**src/rtl/microwave_pkg.sv**
```systemverilog
// Shared types and constants for the microwave keypad and timer blocks.
package microwave_pkg;

  typedef enum logic [2:0] {
    IDLE,
    DEBOUNCE,
    CAPTURE,
    RELEASE,
    LOCKED
  } entry_state_t;

  localparam int DIGIT_W    = 4;
  localparam int NUM_DIGITS = 3;
  localparam int BCD_MAX    = 9;

endpackage

```
**src/rtl/key_debouncer.sv**
```systemverilog
// Consecutive stable-sample counter, shared by the press and release phases.
module key_debouncer #(
  parameter int DEBOUNCE_CYCLES = 4
) (
  input  logic clk,
  input  logic rst_n,
  input  logic sample,
  input  logic restart,
  output logic stable
);

  localparam logic [3:0] TARGET = 4'(DEBOUNCE_CYCLES);

  logic [3:0] cnt;
  logic [3:0] cnt_next;

  // stable flags the sample that completes the run, so callers can
  // leave their phase on the same edge that counts it
  always_comb begin
    cnt_next = cnt;
    if (!sample)
      cnt_next = '0;
    else if (restart)
      cnt_next = 4'd1;
    else if (cnt != 4'hF)
      cnt_next = cnt + 4'd1;
  end

  assign stable = (cnt_next >= TARGET);

  always_ff @(posedge clk or negedge rst_n) begin
    if (!rst_n)
      cnt <= '0;
    else
      cnt <= cnt_next;
  end

endmodule

```
**src/rtl/time_entry_ctrl.sv**
```systemverilog
// Keypad time-entry controller: debounces encoder keys into a BCD cook time.
module time_entry_ctrl
  import microwave_pkg::*;
#(
  parameter int DEBOUNCE_CYCLES = 4
) (
  input  logic               clk,
  input  logic               resetn,
  input  logic               clearn,
  input  logic               lock,
  input  logic [DIGIT_W-1:0] enc_D,
  input  logic               enc_loadn,
  output logic               enc_enablen,
  output logic [DIGIT_W-1:0] minutes,
  output logic [DIGIT_W-1:0] sec_tens,
  output logic [DIGIT_W-1:0] sec_ones,
  output logic [1:0]         digits,
  output logic               key_stb
);

  entry_state_t state;
  entry_state_t state_next;

  logic [DIGIT_W-1:0] cand;
  logic db_sample;
  logic db_restart;
  logic db_stable;
  logic latch;
  logic accept;

  key_debouncer #(
    .DEBOUNCE_CYCLES(DEBOUNCE_CYCLES)
  ) u_db (
    .clk    (clk),
    .rst_n  (resetn),
    .sample (db_sample),
    .restart(db_restart),
    .stable (db_stable)
  );

  // Counter control kept apart from next-state logic to avoid a false loop
  always_comb begin
    db_sample  = 1'b0;
    db_restart = 1'b0;
    latch      = 1'b0;
    unique case (state)
      IDLE: begin
        db_restart = 1'b1;
        db_sample  = !enc_loadn;
        latch      = !enc_loadn;
      end
      DEBOUNCE: begin
        db_sample = !enc_loadn;
        if (!enc_loadn && enc_D != cand) begin
          db_restart = 1'b1;
          latch      = 1'b1;
        end
      end
      CAPTURE: db_restart = 1'b1;
      RELEASE: db_sample  = enc_loadn;
      LOCKED:  db_restart = 1'b1;
      default: db_restart = 1'b1;
    endcase
    if (lock) begin
      db_sample  = 1'b0;
      db_restart = 1'b1;
    end
  end

  always_comb begin
    state_next = state;
    unique case (state)
      IDLE:
        if (!enc_loadn)
          state_next = db_stable ? CAPTURE : DEBOUNCE;
      DEBOUNCE:
        if (enc_loadn)
          state_next = IDLE;
        else if (db_stable)
          state_next = CAPTURE;
      CAPTURE:
        state_next = RELEASE;
      RELEASE:
        if (db_stable)
          state_next = IDLE;
      LOCKED:
        if (!lock)
          state_next = RELEASE;
      default:
        state_next = IDLE;
    endcase
    if (lock)
      state_next = LOCKED;
  end

  assign accept = (state == CAPTURE) && !lock
               && (cand <= DIGIT_W'(BCD_MAX))
               && (digits < 2'(NUM_DIGITS));

  always_ff @(posedge clk or negedge resetn) begin
    if (!resetn) begin
      state       <= IDLE;
      cand        <= '0;
      enc_enablen <= 1'b0;
      minutes     <= '0;
      sec_tens    <= '0;
      sec_ones    <= '0;
      digits      <= '0;
      key_stb     <= 1'b0;
    end else begin
      state       <= state_next;
      enc_enablen <= (state_next == LOCKED);
      key_stb     <= 1'b0;
      if (latch)
        cand <= enc_D;
      if (!clearn) begin
        minutes  <= '0;
        sec_tens <= '0;
        sec_ones <= '0;
        digits   <= '0;
      end else if (accept) begin
        minutes  <= sec_tens;
        sec_tens <= sec_ones;
        sec_ones <= cand;
        digits   <= digits + 2'd1;
        key_stb  <= 1'b1;
      end
    end
  end

endmodule

```
**config.mk**
```make
export PLATFORM = sky130hd
export DESIGN_NAME = time_entry_ctrl
export DESIGN_NICKNAME = d
export VERILOG_FILES = /design/src/rtl/microwave_pkg.sv /design/src/rtl/key_debouncer.sv /design/src/rtl/time_entry_ctrl.sv
export SDC_FILE = /design/constraint.sdc
export NUM_CORES = 1
export LEC_CHECK = 0
export ABC_CLOCK_PERIOD_IN_PS = 4750
export CAP_MARGIN = 20
export CORE_MARGIN = 2
export CORE_UTILIZATION = 42
export DETAILED_ROUTE_END_ITERATION = 6
export DONT_BUFFER_PORTS = 1
export HOLD_SLACK_MARGIN = 0.1
export PLACE_DENSITY = 0.57
export SLEW_MARGIN = 20
export SYNTH_ARGS = -nofsm -noshare
export SYNTH_HDL_FRONTEND = slang
export SYNTH_HIERARCHICAL = 1
export SYNTH_SLANG_ARGS = --single-unit
```
**constraint.sdc**
```tcl
create_clock -name clk -period 4.75 [get_ports clk]
set_input_delay 0 -clock clk [delete_from_list [all_inputs] [get_ports clk]]
set_output_delay 0 -clock clk [all_outputs]
set_load 0.01 [all_outputs]
```
Word level (Yosys, flattened, before mapping) --
Cells that the tools add are included.
Word-level totals: register bits after elaboration 27, input port bits 9, output and inout bits 16, word-level logic and storage cells 57
Cells by class: add/subtract/negate cells 2, order comparisons 3, eq/ne operators 8, multiplexer cells 26, reductions and logical operators 9
Operator list (number):
- $mux W4 | 9
- $mux W3 | 5
- $pmux W3 S4 | 1
- $eq A3 B2 Y1 const B | 2
- $eq A3 B3 Y1 const B | 2
- $mux W2 | 3
- $pmux W1 S2 | 3
- $mux W1 | 5
- $add A4 B1 Y4 const B | 1
- $ge A4 B3 Y1 const B | 1
- $le A4 B4 Y1 const B | 1
- $logic_and A1 B1 Y1 | 4
- $ne A4 B4 Y1 | 1
- $ne A4 B4 Y1 const B | 1
- $reduce_or A2 Y1 | 2
- $eq A3 B1 Y1 const B | 1
- $logic_not A3 Y1 | 1
- $add A2 B1 Y2 const B | 1
- $logic_not A1 Y1 | 2
- $lt A2 B2 Y1 const B | 1
- $ne A2 B1 Y1 const B | 1

Longest topological paths before layout --
depth after elaboration 13, gate-level depth with buffers 9, gate-level depth less buffers 8

Cells and area by module --
Netlist, hierarchy kept.
By module, submodules not included:
- time_entry_ctrl | times used 1, cells each 94, area each 1056.0 um^2, seq. area each 575.6 um^2
- key_debouncer | times used 1, cells each 21, area each 217.7 um^2, seq. area each 100.1 um^2

Worst setup path after synthesis --
OpenSTA, ideal clock, no wires.
path kind register to register, start register cand[3], end register state[1], library setup time 0.077 ns, data arrival time 1.742 ns, data required time 4.673 ns, slack 2.931 ns, stages on the path, launching flop included 9, buffers on the path 0, clock period less this slack 1.819 ns, cells stage by stage dfrtp_1 > xor2_1 > nor4_1 > o311ai_0 > nand2b_1 > o21ba_2 > nor3b_1 > o21bai_1 > a21oi_1
On the way: cells in the longest elaborated chain, start to end 12, elaborated cells on any way between the ends 15, classes of those cells order compare (1); eq/ne (1); mux (12); reduce/logical (1)
RTL lines:
- start, declared | RTL line time_entry_ctrl.sv:24 | logic [DIGIT_W-1:0] cand;
- start signal, assigned | RTL line time_entry_ctrl.sv:115 | cand <= enc_D;
- $ne A4 B4 Y1 * | RTL line time_entry_ctrl.sv:54 | if (!enc_loadn && enc_D != cand) begin
- $logic_and A1 B1 Y1 * | RTL line time_entry_ctrl.sv:54
- $mux W1 * | RTL line time_entry_ctrl.sv:54
- $pmux W1 S2 * | RTL line time_entry_ctrl.sv:46 | unique case (state)
- $mux W1 * | RTL line time_entry_ctrl.sv:64 | if (lock) begin
- via db_restart | RTL line time_entry_ctrl.sv:26 | logic db_restart;
- $mux W4 * | RTL line key_debouncer.sv:23 | else if (restart)
- $mux W4 * | RTL line key_debouncer.sv:21 | if (!sample)
- $ge A4 B3 Y1 * | RTL line key_debouncer.sv:29 | assign stable = (cnt_next >= TARGET);
- via db_stable | RTL line time_entry_ctrl.sv:27 | logic db_stable;
- $mux W3 or $mux W2 (tied branches) | RTL line time_entry_ctrl.sv:79, time_entry_ctrl.sv:75
- $mux W3, on equally long branches | RTL line time_entry_ctrl.sv:77, time_entry_ctrl.sv:74
- $pmux W3 S4 * | RTL line time_entry_ctrl.sv:72 | unique case (state)
- $mux W3 * | RTL line time_entry_ctrl.sv:92 | if (lock)
- via state_next[1] | RTL line time_entry_ctrl.sv:22 | entry_state_t state_next;
- end signal, assigned | RTL line time_entry_ctrl.sv:111 | state <= state_next;
- end, declared | RTL line time_entry_ctrl.sv:21 | entry_state_t state;
Mark *: on every way through the listed nets, which the timed path passes. The rest lies on a longest branch. A chain may end at the register's enable or synchronous reset.

Worst setup path after layout --
Ends and elaborated chain as after synthesis.

==> results.md <==
* GPL Wtd Cong at 0.719
* Slew headroom at 44.3%
* Most common cell after layout, fill and taps aside: dfrtp_1
* Slew Viols, Final at 0
* Fin. Hold Viols at 0
* CP Cell Sequence: xor2_1 > nor4_1 > o311ai_0 > nand2b_1 > o21ba_2 > nor3b_1 > o21bai_1 > a21oi_1
* Die width at 59.1 um
* TritonCTS clock tree: built
* CTS Buffer Depth at 2
* Via count at 827
* Per-cell routed wire length at 14.4 um
* Slowest cell delay on critical path at 0.45 ns
* Fmax at 487 MHz
* Critical path startpoint category: flip-flop
* Worst-margin pin slew at 0.835 ns
* Sw Share at 25.6%
* Hpwl dp at 1520 um
* DR vias/cell at 5.41
* Reg2reg end: state[1]
* Worst vdd ir at 0.168 mV
* Share of layout cells above drive strength 1 at 10.7%
* CTS buffer count at 3
* ANT nets after route at 0
* Setup violators final at 0
* Port bufs at 0
* Reg2reg path depth at 8
* Combinational power share at 12.5%
* Root Driver: clkbuf_4
* Final worst path period share at 43.2%
* Flop-to-flop setup slack at 2.70 ns
* Most frequent cells in the layout: dfrtp_1, nand2_1, mux2i_1
* Pint at 303 uW
* Worst EP required at 5.01 ns
* # DRC at 0
* CP arrival at 2.32 ns
* Vias in the first global route at 883
* Sequential area share after synthesis at 53.0%
* Sequential share of power at 63.3%
* Fin Setup TNS at 0 ns
* Final Total Pwr at 407 uW
* DRT Pass-1 Iters at 4
* Area growth syn-to-layout at 11.2%
* GRT Resource Usage Total at 14.8%
* Initial antenna violation count at 0
* FF-to-FF Start: cand[3]
* Crit Path Class: reg2reg
* NumNets Final at 134
* Initial Utilization at 45.0%
* CP endpoint kind: flip-flop
* Clock power frac at 24.2%
* Grt total ovfl at 0
* Yosys reg bits at 27
* Mapped cell area at 1270 um^2
* Total Wirelength at 2200 um
* Outcome: completed
* I/O Pins at 25
* CP Max Fanout at 4
* LEAKAGE at 0.000609 uW
* Die Span Y at 59.1 um
* Pwr/cell area at 288 nW/um^2
* Initial drt markers at 23
* Crit path time final at 2.05 ns
* Worst skew pair latency at 0.32 ns
* Switching power at 104 uW
* CORE AREA at 2830 um^2
* First-pass GRT wire length at 3910 um
* CTS resizes at 0
* H-tree depth at 1
* Worst min path class: in2async
* Filler Cell Count at 269
* Cell variety after synth at 29
* # diodes at 0
* CTS clk-pin slew, worst paths at 0.14 ns
* Syn. warnings at 6
* RSZ-0062 raised after global routing: no
* Max Cap Viol at 0
* Row cnt at 19
* CTS sink cnt at 27
* Post-Syn Instances at 115
* Largest net degree at the start of global routing at 28
* Synthesized area per cell at 11.1 um^2
* Clk_skew at 0.00647 ns
* Die area at 3490 um^2
* Synthesized Nets at 126
* Slowest-stage cell, CP: dfrtp_1
-- metal layers --
metal  global-route usage, %  part of all wire [%]  vias up  wire length [um]
met5                       0                     0        -                 0
met4                    5.84                  0.86        0                19
met3                    2.40                   4.9        2               107
met2                    24.3                    48       15              1050
met1                    19.5                    46      411              1020
li1                        -                     -      399                 -
-- worst max-delay path by stage --
stage               cells past startpoint        to  slack [ns]    start
floorplan                               8  state[1]        2.93  cand[3]
detailed placement                      8  state[1]        2.69  cand[3]
CTS                                     8  state[1]        2.67  cand[3]
global route                            8  state[1]        2.46  cand[3]
global placement                        8  state[1]        2.82  cand[3]
finish                                  8  state[1]        2.70  cand[3]
-- flip-flops by register name, indices dropped and copies added, names as in the netlist --
| register | flops |
|---|---|
| cand | 4 |
| minutes | 4 |
| sec_ones | 4 |
| sec_tens | 4 |
| u_db/cnt | 4 |
| state | 3 |
| digits | 2 |
| enc_enablen | 1 |
| key_stb | 1 |
-- power groups by stage --
stage / logic [uW] / registers (uW) / clock network [uW]
final: 51.0 / 258 / 98.4
after global routing: 56.9 / 260 / 114
after CTS: 52.1 / 258 / 103
after detailed placement: 34.7 / 263 / 0
after global placement: 34.2 / 261 / 0
after floorplan: 36.8 / 257 / 0
-- final cells by class --
| class | count | area [um^2] | area share, % |
|---|---|---|---|
| Inverter | 2 | 7.51 | 0.530 |
| Multi-Input combinational cell | 79 | 548 | 38.7 |
| Clock buffer | 4 | 26.3 | 1.86 |
| Sequential cell | 27 | 676 | 47.7 |
| Timing Repair Buffer | 10 | 120 | 8.48 |
| Tap cell | 31 | 38.8 | 2.74 |
-- cell usage after synthesis --
cell / count / area [um^2]
xor2_1: 6 / 52.6
nor3_2: 1 / 10.0
nand2_1: 20 / 75.1
nor3b_1: 1 / 7.51
a21oi_1: 3 / 15.0
nor2_1: 5 / 18.8
nand3_1: 2 / 10.0
clkbuf_1: 4 / 15.0
and2_2: 1 / 7.51
buf_6: 2 / 22.5
a211oi_1: 2 / 15.0
nand3_2: 1 / 10.0
mux2i_1: 15 / 150
nor2b_1: 1 / 6.26
o311ai_0: 1 / 8.76
o21ba_2: 1 / 10.0
buf_2: 1 / 5.00
inv_1: 2 / 7.51
and2_1: 2 / 12.5
mux2_2: 4 / 45.0
o21bai_1: 1 / 7.51
o21ai_0: 3 / 15.0
and4_1: 1 / 8.76
nand2b_1: 3 / 18.8
nor3_1: 1 / 5.00
o21a_1: 1 / 7.51
nor4_1: 1 / 6.26
ha_1: 2 / 25.0
dfrtp_1: 27 / 676
-- critical path, delay by kind of cell (launching register included) --
| kind | cells | cell delay, ns |
|---|---|---|
| and+or+nand+nor | 3 | 0.70 |
| AOI/OAI and AO/OA | 4 | 0.68 |
| DFF | 1 | 0.45 |
| xor gates and xnor gates | 1 | 0.18 |
-- cells by family (layout without fill, tap and decap cells) --
kind of cell / after synthesis / in the layout / share of synthesized area (%)
multiplexers: 19 / 19 / 15.3
AND/OR/NAND/NOR: 40 / 40 / 15.4
buffers and inverters: 9 / 16 / 3.93
adder cells (fa/ha/maj): 2 / 2 / 1.96
flip-flops: 27 / 27 / 53.0
XOR/XNOR: 6 / 6 / 4.13
AO/OA/AOI/OAI: 12 / 12 / 6.19
-- per-stage QoR --
stage	setup slack (ns)	instance area, um^2	utilization, %	cells	hold slack [ns]
floorplan	2.93	1270	-	115	-0.296
global placement	2.82	1270	44.9	139	-0.295
detailed placement	2.69	1270	44.9	139	-0.295
CTS	2.67	1420	50.1	153	0.171
global route	2.46	1420	50.1	153	0.172
finish	2.70	1420	50.1	153	0.180
-- what timing repair did --
item / in CTS / in global routing
endpoints found under the setup margin: 0 / 0
hold buffers: 10 / 0
hold endpoints to repair: 54 / 0
setup buffers: 0 / 0
(Power assumes the default switching activity.)
